`config.mk`:
```
export PLATFORM = sky130hd
export DESIGN_NAME = hazard_ctrl
export DESIGN_NICKNAME = d
export VERILOG_FILES = /design/src/rtl/rv_ctrl_pkg.sv /design/src/rtl/div_sequencer.sv /design/src/rtl/hazard_ctrl.sv
export SDC_FILE = /design/constraint.sdc
export NUM_CORES = 1
export LEC_CHECK = 0
export ABC_CLOCK_PERIOD_IN_PS = 2100
export CAP_MARGIN = 5
export CELL_PAD_IN_SITES_DETAIL_PLACEMENT = 1
export CELL_PAD_IN_SITES_GLOBAL_PLACEMENT = 1
export CORE_MARGIN = 2
export CORE_UTILIZATION = 33
export DETAILED_ROUTE_END_ITERATION = 16
export PLACE_DENSITY_LB_ADDON = 0.1
export SETUP_SLACK_MARGIN = 0.2
export SKIP_CTS_REPAIR_TIMING = 1
export SLEW_MARGIN = 20
export SYNTH_ARGS = -nofsm -noshare
export SYNTH_HDL_FRONTEND = slang
export SYNTH_SLANG_ARGS = --single-unit
```
`constraint.sdc`:
```
create_clock -name clk -period 2.1 [get_ports clk]
set_clock_uncertainty 0.15 [all_clocks]
set_input_delay 0.42 -clock clk [delete_from_list [all_inputs] [get_ports clk]]
set_output_delay 0.42 -clock clk [all_outputs]
set_load 0.01 [all_outputs]
```
`src/rtl/rv_ctrl_pkg.sv`:
```
// Shared control definitions for the RV32IM pipeline: opcode fields, forwarding selects,
// divider sequencer states and the per-stage tracking record.
package rv_ctrl_pkg;

   localparam logic [4:0] OPC_LOAD   = 5'b00000;
   localparam logic [4:0] OPC_OP_IMM = 5'b00100;
   localparam logic [4:0] OPC_AUIPC  = 5'b00101;
   localparam logic [4:0] OPC_STORE  = 5'b01000;
   localparam logic [4:0] OPC_OP     = 5'b01100;
   localparam logic [4:0] OPC_LUI    = 5'b01101;
   localparam logic [4:0] OPC_BRANCH = 5'b11000;
   localparam logic [4:0] OPC_JALR   = 5'b11001;
   localparam logic [4:0] OPC_JAL    = 5'b11011;

   localparam logic [6:0] F7_MULDIV = 7'b0000001;
   localparam int         DIV_CNT_W = 5;

   typedef enum logic [1:0] {
      FWD_RF    = 2'b00,
      FWD_EXMEM = 2'b01,
      FWD_MEMWB = 2'b10
   } fwd_sel_e;

   typedef enum logic {
      DIV_IDLE = 1'b0,
      DIV_BUSY = 1'b1
   } div_state_e;

   typedef struct packed {
      logic       valid;
      logic [4:0] rd;
      logic       wen;
      logic       load;
      logic       div;
   } stage_t;

   // x0 is never a forwarding source, even if a writer slipped through.
   function automatic logic rd_hit(input logic vld, input logic wen,
                                   input logic [4:0] rd, input logic [4:0] rs);
      return vld && wen && (rd == rs) && (rs != 5'd0);
   endfunction

endpackage

```
`src/rtl/div_sequencer.sv`:
```
// Divider occupancy sequencer: BUSY for DIV_LATENCY-1 cycles after start, counting only
// unfrozen cycles; freeze stalls both state and counter.
module div_sequencer
   import rv_ctrl_pkg::*;
#(
   parameter int DIV_LATENCY = 8
)
(
   input  logic clk,
   input  logic rst,
   input  logic start,
   input  logic freeze,
   output logic busy
);

   localparam logic [DIV_CNT_W-1:0] CNT_LOAD = DIV_CNT_W'(DIV_LATENCY - 2);

   div_state_e           r_state;
   div_state_e           w_state_nxt;
   logic [DIV_CNT_W-1:0] r_cnt;
   logic [DIV_CNT_W-1:0] w_cnt_nxt;

   always_ff @(posedge clk) begin
      if (rst) begin
         r_state <= DIV_IDLE;
         r_cnt   <= '0;
      end else begin
         r_state <= w_state_nxt;
         r_cnt   <= w_cnt_nxt;
      end
   end

   always_comb begin
      w_state_nxt = r_state;
      w_cnt_nxt   = r_cnt;
      if (!freeze) begin
         case (r_state)
            DIV_IDLE: begin
               if (start) begin
                  w_state_nxt = DIV_BUSY;
                  w_cnt_nxt   = CNT_LOAD;
               end
            end
            DIV_BUSY: begin
               if (r_cnt == '0) w_state_nxt = DIV_IDLE;
               else             w_cnt_nxt   = r_cnt - DIV_CNT_W'(1);
            end
            default: w_state_nxt = DIV_IDLE;
         endcase
      end
   end

   assign busy = (r_state == DIV_BUSY);

endmodule

```
`src/rtl/hazard_ctrl.sv`:
```
// Pipeline hazard controller: combinational hold/flush/bubble from tracked EX/MEM/WB state,
// registered forwarding selects; mem_wait freezes everything, divides hold EX for DIV_LATENCY.
module hazard_ctrl
   import rv_ctrl_pkg::*;
#(
   parameter int DIV_LATENCY = 8
)
(
   input  logic       clk,
   input  logic       rst,
   input  logic       id_valid,
   input  logic [4:0] id_opcode,
   input  logic [2:0] id_func3,
   input  logic [6:0] id_func7,
   input  logic [4:0] id_rs1_index,
   input  logic [4:0] id_rs2_index,
   input  logic [4:0] id_rd_index,
   input  logic       ex_taken,
   input  logic       mem_wait,
   output logic       pc_hold,
   output logic       ifid_hold,
   output logic       idex_hold,
   output logic       exmem_hold,
   output logic       memwb_hold,
   output logic       ifid_flush,
   output logic       idex_bubble,
   output logic       exmem_bubble,
   output logic [1:0] fwd_rs1_sel,
   output logic [1:0] fwd_rs2_sel,
   output logic       div_busy
);

   logic     w_id_wen, w_rs1_use, w_rs2_use, w_id_load, w_id_div;
   logic     w_load_use, w_div_busy, w_div_start;
   stage_t   w_id_stage;
   stage_t   r_ex, r_mem, r_wb;
   fwd_sel_e w_fwd_rs1, w_fwd_rs2;
   fwd_sel_e r_fwd_rs1, r_fwd_rs2;

   assign w_id_wen  = id_valid && (id_rd_index != 5'd0) &&
                      (id_opcode inside {OPC_OP, OPC_OP_IMM, OPC_LOAD, OPC_LUI,
                                         OPC_AUIPC, OPC_JAL, OPC_JALR});
   assign w_rs1_use = id_valid &&
                      (id_opcode inside {OPC_OP, OPC_OP_IMM, OPC_LOAD, OPC_STORE,
                                         OPC_BRANCH, OPC_JALR});
   assign w_rs2_use = id_valid && (id_opcode inside {OPC_OP, OPC_STORE, OPC_BRANCH});
   assign w_id_load = id_valid && (id_opcode == OPC_LOAD);
   assign w_id_div  = id_valid && (id_opcode == OPC_OP) &&
                      (id_func7 == F7_MULDIV) && id_func3[2];

   assign w_id_stage = '{valid: id_valid, rd: id_rd_index, wen: w_id_wen,
                         load: w_id_load, div: w_id_div};

   assign w_load_use = r_ex.valid && r_ex.load && r_ex.wen &&
                       ((w_rs1_use && (r_ex.rd == id_rs1_index)) ||
                        (w_rs2_use && (r_ex.rd == id_rs2_index)));

   always_comb begin
      w_fwd_rs1 = FWD_RF;
      w_fwd_rs2 = FWD_RF;
      if (w_rs1_use) begin
         if (rd_hit(r_ex.valid, r_ex.wen, r_ex.rd, id_rs1_index))        w_fwd_rs1 = FWD_EXMEM;
         else if (rd_hit(r_mem.valid, r_mem.wen, r_mem.rd, id_rs1_index)) w_fwd_rs1 = FWD_MEMWB;
      end
      if (w_rs2_use) begin
         if (rd_hit(r_ex.valid, r_ex.wen, r_ex.rd, id_rs2_index))        w_fwd_rs2 = FWD_EXMEM;
         else if (rd_hit(r_mem.valid, r_mem.wen, r_mem.rd, id_rs2_index)) w_fwd_rs2 = FWD_MEMWB;
      end
   end

   // A divide starts only on the edge that actually loads it into EX.
   assign w_div_start = w_id_div && !mem_wait && !w_div_busy && !ex_taken && !w_load_use;

   div_sequencer #(.DIV_LATENCY(DIV_LATENCY)) u_div_seq (
      .clk    (clk),
      .rst    (rst),
      .start  (w_div_start),
      .freeze (mem_wait),
      .busy   (w_div_busy)
   );

   always_comb begin
      pc_hold      = 1'b0;
      ifid_hold    = 1'b0;
      idex_hold    = 1'b0;
      exmem_hold   = 1'b0;
      memwb_hold   = 1'b0;
      ifid_flush   = 1'b0;
      idex_bubble  = 1'b0;
      exmem_bubble = 1'b0;
      if (mem_wait) begin
         pc_hold    = 1'b1;
         ifid_hold  = 1'b1;
         idex_hold  = 1'b1;
         exmem_hold = 1'b1;
         memwb_hold = 1'b1;
      end else if (w_div_busy) begin
         pc_hold      = 1'b1;
         ifid_hold    = 1'b1;
         idex_hold    = 1'b1;
         exmem_bubble = 1'b1;
      end else if (ex_taken) begin
         ifid_flush  = 1'b1;
         idex_bubble = 1'b1;
      end else if (w_load_use) begin
         pc_hold     = 1'b1;
         ifid_hold   = 1'b1;
         idex_bubble = 1'b1;
      end
   end

   always_ff @(posedge clk) begin
      if (rst) begin
         r_ex      <= '0;
         r_mem     <= '0;
         r_wb      <= '0;
         r_fwd_rs1 <= FWD_RF;
         r_fwd_rs2 <= FWD_RF;
      end else if (!mem_wait) begin
         r_wb  <= r_mem;
         r_mem <= w_div_busy ? '0 : r_ex;
         if (!w_div_busy) begin
            if (idex_bubble) begin
               r_ex      <= '0;
               r_fwd_rs1 <= FWD_RF;
               r_fwd_rs2 <= FWD_RF;
            end else begin
               r_ex      <= w_id_stage;
               r_fwd_rs1 <= w_fwd_rs1;
               r_fwd_rs2 <= w_fwd_rs2;
            end
         end
      end
   end

   assign fwd_rs1_sel = r_fwd_rs1;
   assign fwd_rs2_sel = r_fwd_rs2;
   assign div_busy    = w_div_busy;

   // WB entry and some attribute bits are tracked for the pipeline view but drive no control.
   logic w_unused_ok;
   assign w_unused_ok = ^{id_func3[1:0], r_ex.div, r_mem.load, r_mem.div, r_wb};

endmodule

```
==> results.yml, run 1 <==
outcome:
  status: "complete, but fails checks"
  violations: "setup timing"
logic_synthesis:
  synth-edff-count: 0
  synth_top_cell_area_share_pct: 33.7
  synthArstFlopShare_pct: 0
  syn_inst: 178
  yosys_warnings: 0
  syn-num-nets: 215
  syn_area_per_cell_sq_um: 8.34
  ys_ff_latch: 25
  synth_flop_cell: "dfxtp_1"
  synth-seq-area-share_pct: 33.7
  synth_cell_types: 41
  synthTopCellsByArea: "dfxtp_1, xnor2_1, xor2_1"
  yosysTopAreaCell: "dfxtp_1"
  syn_area_sq_um: 1480
finish:
  num_antenna_cells: 0
  layout-drive-gt1-share_pct: 37.0
  layout_commonest_cell: "buf_4"
  nNetsFinal: 308
  layout_common_cells: "buf_4, dlymetal6s2s_1, dfxtp_1"
  stdcell_area_sq_um: 2620
  area_delta_synth_final_pct: 76.3
worst_setup_path:
  critPathLaunchType: "flip-flop"
  crit_slowest_cell: "dfxtp_2"
  worstPathMaxFanout: 3
  critical_path.max_stage_delay_ns: 0.41
  worstSetupPathType: "reg2out"
  cp.required_ns: 1.53
  path_cells: "xnor2_1 -> nand2_1 -> nor4b_4 -> o21bai_2 -> o21ai_2 -> buf_2"
  cp.arrival_ns: 1.67
  end_kind: "output pin"
timing:
  worst_slew_margin_rel_pct: 34.1
  fin_crit_ns: 2.24
  tightestPinTransition_ns: 0.984
  fin_crit_sh_pct: 107
  rsz0062_at_grt: "true"
  hold_viol: 0
  setup_ws_ns: -0.144
  fmax_mhz: 446
  slew_viol_final: 0
  setup_violations: 3
route:
  drt_iter0_markers: 55
  drc: 0
  num_vias: 1689
  wl_per_cell_microns: 17.4
  drtAntennaViolNets: 0
  routed_wirelength_microns: 5620
  first_pass_iters: 4
  drt-vias-per-instance: 5.25
grt:
  grt_max_degree: 17
  grt_pass1_wl_microns: 8090
  antenna_found_initial: 0
  grt_remaining_overflow: 0
  grt_usage_pct: 20.1
  grt_pass1_vias: 1708
placed_design:
  gp_congestion: 0.888
  placed_cell_area_sq_um: 2250
  port_buffers: 45
  dp.final_hpwl_microns: 4040
  dpl_worst_slack_ns: -0.897
floorplan:
  io_pins: 48
  row_count: 24
  dieArea_sq_um: 5050
  fp.dieH_microns: 71.1
  core_sq_um: 4350
  die_w_microns: 71.1
  start_util_pct: 34.1
flow_run:
  cap_violations: 0
power_and_ir_drop:
  pwr-share-seq_pct: 47.2
  p_leak_nw: 1.26
  pwr-share-clk_pct: 28.6
  swShare_pct: 27.3
  p_int_w: 0.000755
  power_frac_comb_pct: 24.2
  p_per_area_nw_per_um2: 397
  power_switching_w: 0.000283
  ir_drop_mv: 0.332
clock_tree:
  cts_root_buf: "clkbuf_8"
  cts_made_buffers: 3
  clk_latency_ns: 0.27
  cts_max_level: 1
  cts_tree: "yes"
  cts_num_sinks: 25
  cts_buffer_depth: 2
  path_clk_slew_ns: 0.09
hold_path:
  hold_class: "reg2reg"
-- area by class of cell --
type | instances | area, sq um
fill | 504 | 1740
multi-input combinational | 139 | 1080
timing repair buffer | 96 | 883
sequential | 25 | 515
tap | 52 | 65.1
clock buffer | 3 | 41.3
inverter | 6 | 22.5
clock inverter | 1 | 5.00
-- per-stage QoR --
step / setup TNS [ns] / hold slack, ns / std cells / utilization, % / total power (W)
after CTS: -6.91 / 0.317 / 310 / 52.7 / 0.00101
final: -0.397 / 0.310 / 322 / 60.1 / 0.00104
after global placement: -10.14 / 0.288 / 306 / 51.6 / 0.000714
after floorplan: 0 / 0.269 / 178 / - / 0.000580
after global routing: -0.625 / 0.336 / 322 / 60.1 / 0.00108
after detailed placement: -11.74 / 0.296 / 306 / 51.6 / 0.000721
-- power groups by stage --
stage / logic [W] / clock network, W / registers, W
after CTS: 0.000221 / 0.000302 / 0.000490
after global routing: 0.000270 / 0.000323 / 0.000491
after global placement: 0.000214 / 0 / 0.000500
after detailed placement: 0.000220 / 0 / 0.000501
final: 0.000251 / 0.000297 / 0.000490
after floorplan: 0.0000807 / 0 / 0.000499
-- kinds of logic after synthesis --
family          count (synthesis)  synth area share, %
simple gates                   76                 28.6
buf+inv                        14                 4.81
xor+xnor                       22                 13.0
compound gates                 39                 18.2
fa+ha+maj                       2                 1.69
flops                          25                 33.7
-- final timing paths --
check | startpoint | endpoint | slack [ns] | depth (start not counted)
hold / removal | fwd_rs1_sel[1] | fwd_rs1_sel[1] | 0.31 | 2
setup / recovery | r_ex[5] | ifid_hold | -0.14 | 6
setup reg to reg | r_ex[7] | u_div_seq.r_cnt[4] | 0.15 | 8
hold reg to reg | fwd_rs1_sel[1] | fwd_rs1_sel[1] | 0.31 | 2
-- critical path, delay by kind of cell, from the launching register on --
kind / cells / cell delay, ns
flops: 1 / 0.41
simple gates: 2 / 0.41
compound gates: 2 / 0.30
buf+inv: 1 / 0.15
xor+xnor: 1 / 0.14
-- registers in the layout, indices dropped and copies added (netlist names) --
name and cells:
r_mem 7, u_div_seq.r_cnt 5, u_div_seq.busy 1, fwd_rs1_sel 2, fwd_rs2_sel 2, r_ex 8
-- metal layers --
layer / up-vias / GRT usage, % / part of all wire, %
li1: 817 / - / -
met1: 829 / 26.1 / 43
met2: 37 / 35.3 / 52
met3: 6 / 3.85 / 3.4
met4: 0 / 3.14 / 1.2
met5: - / 0 / 0
-- synthesized netlist by cell type (3+ instances only) --
library cell and count:
nor3_1 4, o31ai_1 5, xor2_1 9, dfxtp_1 25, o21ai_0 3, nor2_1 19
or4_1 3, nand3_1 8, clkbuf_1 4, a21oi_1 12, a22o_1 6, inv_1 6
nand2_1 15, nand2b_1 4, nor4_1 3, nor3b_1 6, buf_4 3, xnor2_1 13
Note: power is estimated with default switching activity, not from simulation.
==> run 2: changes to the inputs <==
ABC_AREA = 0   (was not set)
==> results of run 2 <==
Same layout as run 1: the final DEF is identical, and so are final timing and power.
==> run 3: changes to the inputs <==
GPL_TIMING_DRIVEN = 0   (was not set)
==> results.yml, run 3 (same netlist as run 1, synthesis figures left out) <==
outcome:
  status: "complete, but fails checks"
  violations: "setup timing"
grt:
  grt_usage_pct: 19.5
  grt_remaining_overflow: 0
  antenna_found_initial: 0
  grt_pass1_vias: 1605
  grt_pass1_wl_microns: 7800
  grt_max_degree: 16
flow_run:
  cap_violations: 0
finish:
  layout_common_cells: "clkdlybuf4s50_1, dfxtp_1, nor2_1"
  biggestRegsByFlops: "r_ex x8, r_mem x7, u_div_seq.r_cnt x5"
  largest_reg_flops: 8
  area_delta_synth_final_pct: 48.7
  nNetsFinal: 273
  stdcell_area_sq_um: 2210
  layout-drive-gt1-share_pct: 20.0
  regMostFlops: "r_ex"
  layout_commonest_cell: "clkdlybuf4s50_1"
  utilization_pct: 50.7
  num_antenna_cells: 0
  instances_no_fill: 287
timing:
  rsz0062_at_grt: "true"
  setup_ws_ns: -0.285
  fmax_mhz: 419
  fin_crit_ns: 2.38
  worst_slew_margin_rel_pct: 68.2
  setup_violations: 3
  tightestPinTransition_ns: 0.476
  fin_crit_sh_pct: 114
  hold_viol: 0
  slew_viol_final: 0
worst_setup_path:
  worstPathMaxFanout: 4
  cp.arrival_ns: 1.81
  cp.required_ns: 1.53
  critPathLaunchType: "input port"
  crit_slowest_cell: "nor4b_4"
  worstSetupPathType: "in2out"
  critical_path.max_stage_delay_ns: 0.32
  path_cells: "clkbuf_2 -> or2_1 -> a21oi_2 -> nor4b_4 -> o21bai_2 -> o21ai_2 -> buf_4 -> buf_6"
  end_kind: "output pin"
  crit_start: "id_opcode[0]"
  rr_startpoint: "r_ex[7]"
placed_design:
  dp.final_hpwl_microns: 3760
  gp_congestion: 0.746
  dp.cells: 275
  dpl_worst_slack_ns: -1.15
  port_buffers: 45
  placed_cell_area_sq_um: 2000
clock_tree:
  cts_made_buffers: 3
  cts_buffer_depth: 2
  cts_tree: "yes"
  path_clk_slew_ns: 0.09
  cts_max_level: 1
  cts_num_sinks: 25
  cts_root_buf: "clkbuf_8"
  clk_latency_ns: 0.28
floorplan:
  die_w_microns: 71.1
  core_sq_um: 4350
  row_count: 24
  fp.dieH_microns: 71.1
  dieArea_sq_um: 5050
  io_pins: 48
  start_util_pct: 34.1
route:
  drt_iter0_markers: 43
  routed_wirelength_microns: 4750
  first_pass_iters: 4
  drtAntennaViolNets: 0
  num_vias: 1544
  drt-vias-per-instance: 5.38
  wl_per_cell_microns: 16.6
  drc: 0
power_and_ir_drop:
  power_switching_w: 0.000263
  ir_drop_mv: 0.294
  p_int_w: 0.000721
  pwr-share-seq_pct: 49.8
  power_frac_comb_pct: 20.1
  pwr-share-clk_pct: 30.1
  p_per_area_nw_per_um2: 446
  swShare_pct: 26.8
  p_leak_nw: 0.971
  total_power_w: 0.000985
hold_path:
  hold_start: "id_opcode[2]"
  hold_class: "in2reg"
==> run 3: routing by layer <==
metal  wire length [microns]  up-vias  track usage, %
li1                        -      747               -
met2                    2410       42            33.2
met5                       0        -               0
met1                    2110      751            25.3
met4                      42        0            4.40
met3                     197        4            4.42
==> run 3: through the flow <==
step	TNS [ns]	hold slack (ns)
6_report	-0.726	0.267
5_1_grt	-1.29	0.281
4_1_cts	-10.62	0.322
3_5_place_dp	-15.68	0.301
3_3_place_gp	-13.73	0.286
2_1_floorplan	0	0.269
==> run 3: path summary, 6_finish.rpt <==
check                                       to  cells past startpoint  slack, ns
worst max-delay path                   pc_hold                      8      -0.28
worst min-delay path                   r_ex[1]                      2       0.27
worst max register to register         r_ex[2]                      8       0.05
worst min register to register  fwd_rs2_sel[0]                      2       0.32
==> run 3: cell type report <==
class	instances	area [sq um]
fill	508	2150
multi-input combinational	139	980
timing repair buffer	53	524
sequential	25	515
tap	52	65.1
buffer	8	50.0
clock buffer	3	41.3
inverter	6	22.5
clock inverter	1	7.51
==> run 3: worst max-delay path, delay by kind of cell <==
| family | cells | cell delay [ns] |
|---|---|---|
| AOI/OAI and AO/OA | 3 | 0.48 |
| and+or+nand+nor | 2 | 0.56 |
| buffers and inverters | 3 | 0.35 |
==> run 3: power by group through the flow <==
stage | Clock [W] | Sequential, W | Combinational, W
after floorplan | 0 | 0.000499 | 0.0000807
after detailed placement | 0 | 0.000503 | 0.000189
after global placement | 0 | 0.000502 | 0.000183
final | 0.000297 | 0.000490 | 0.000198
after CTS | 0.000312 | 0.000492 | 0.000190
after global routing | 0.000322 | 0.000491 | 0.000216
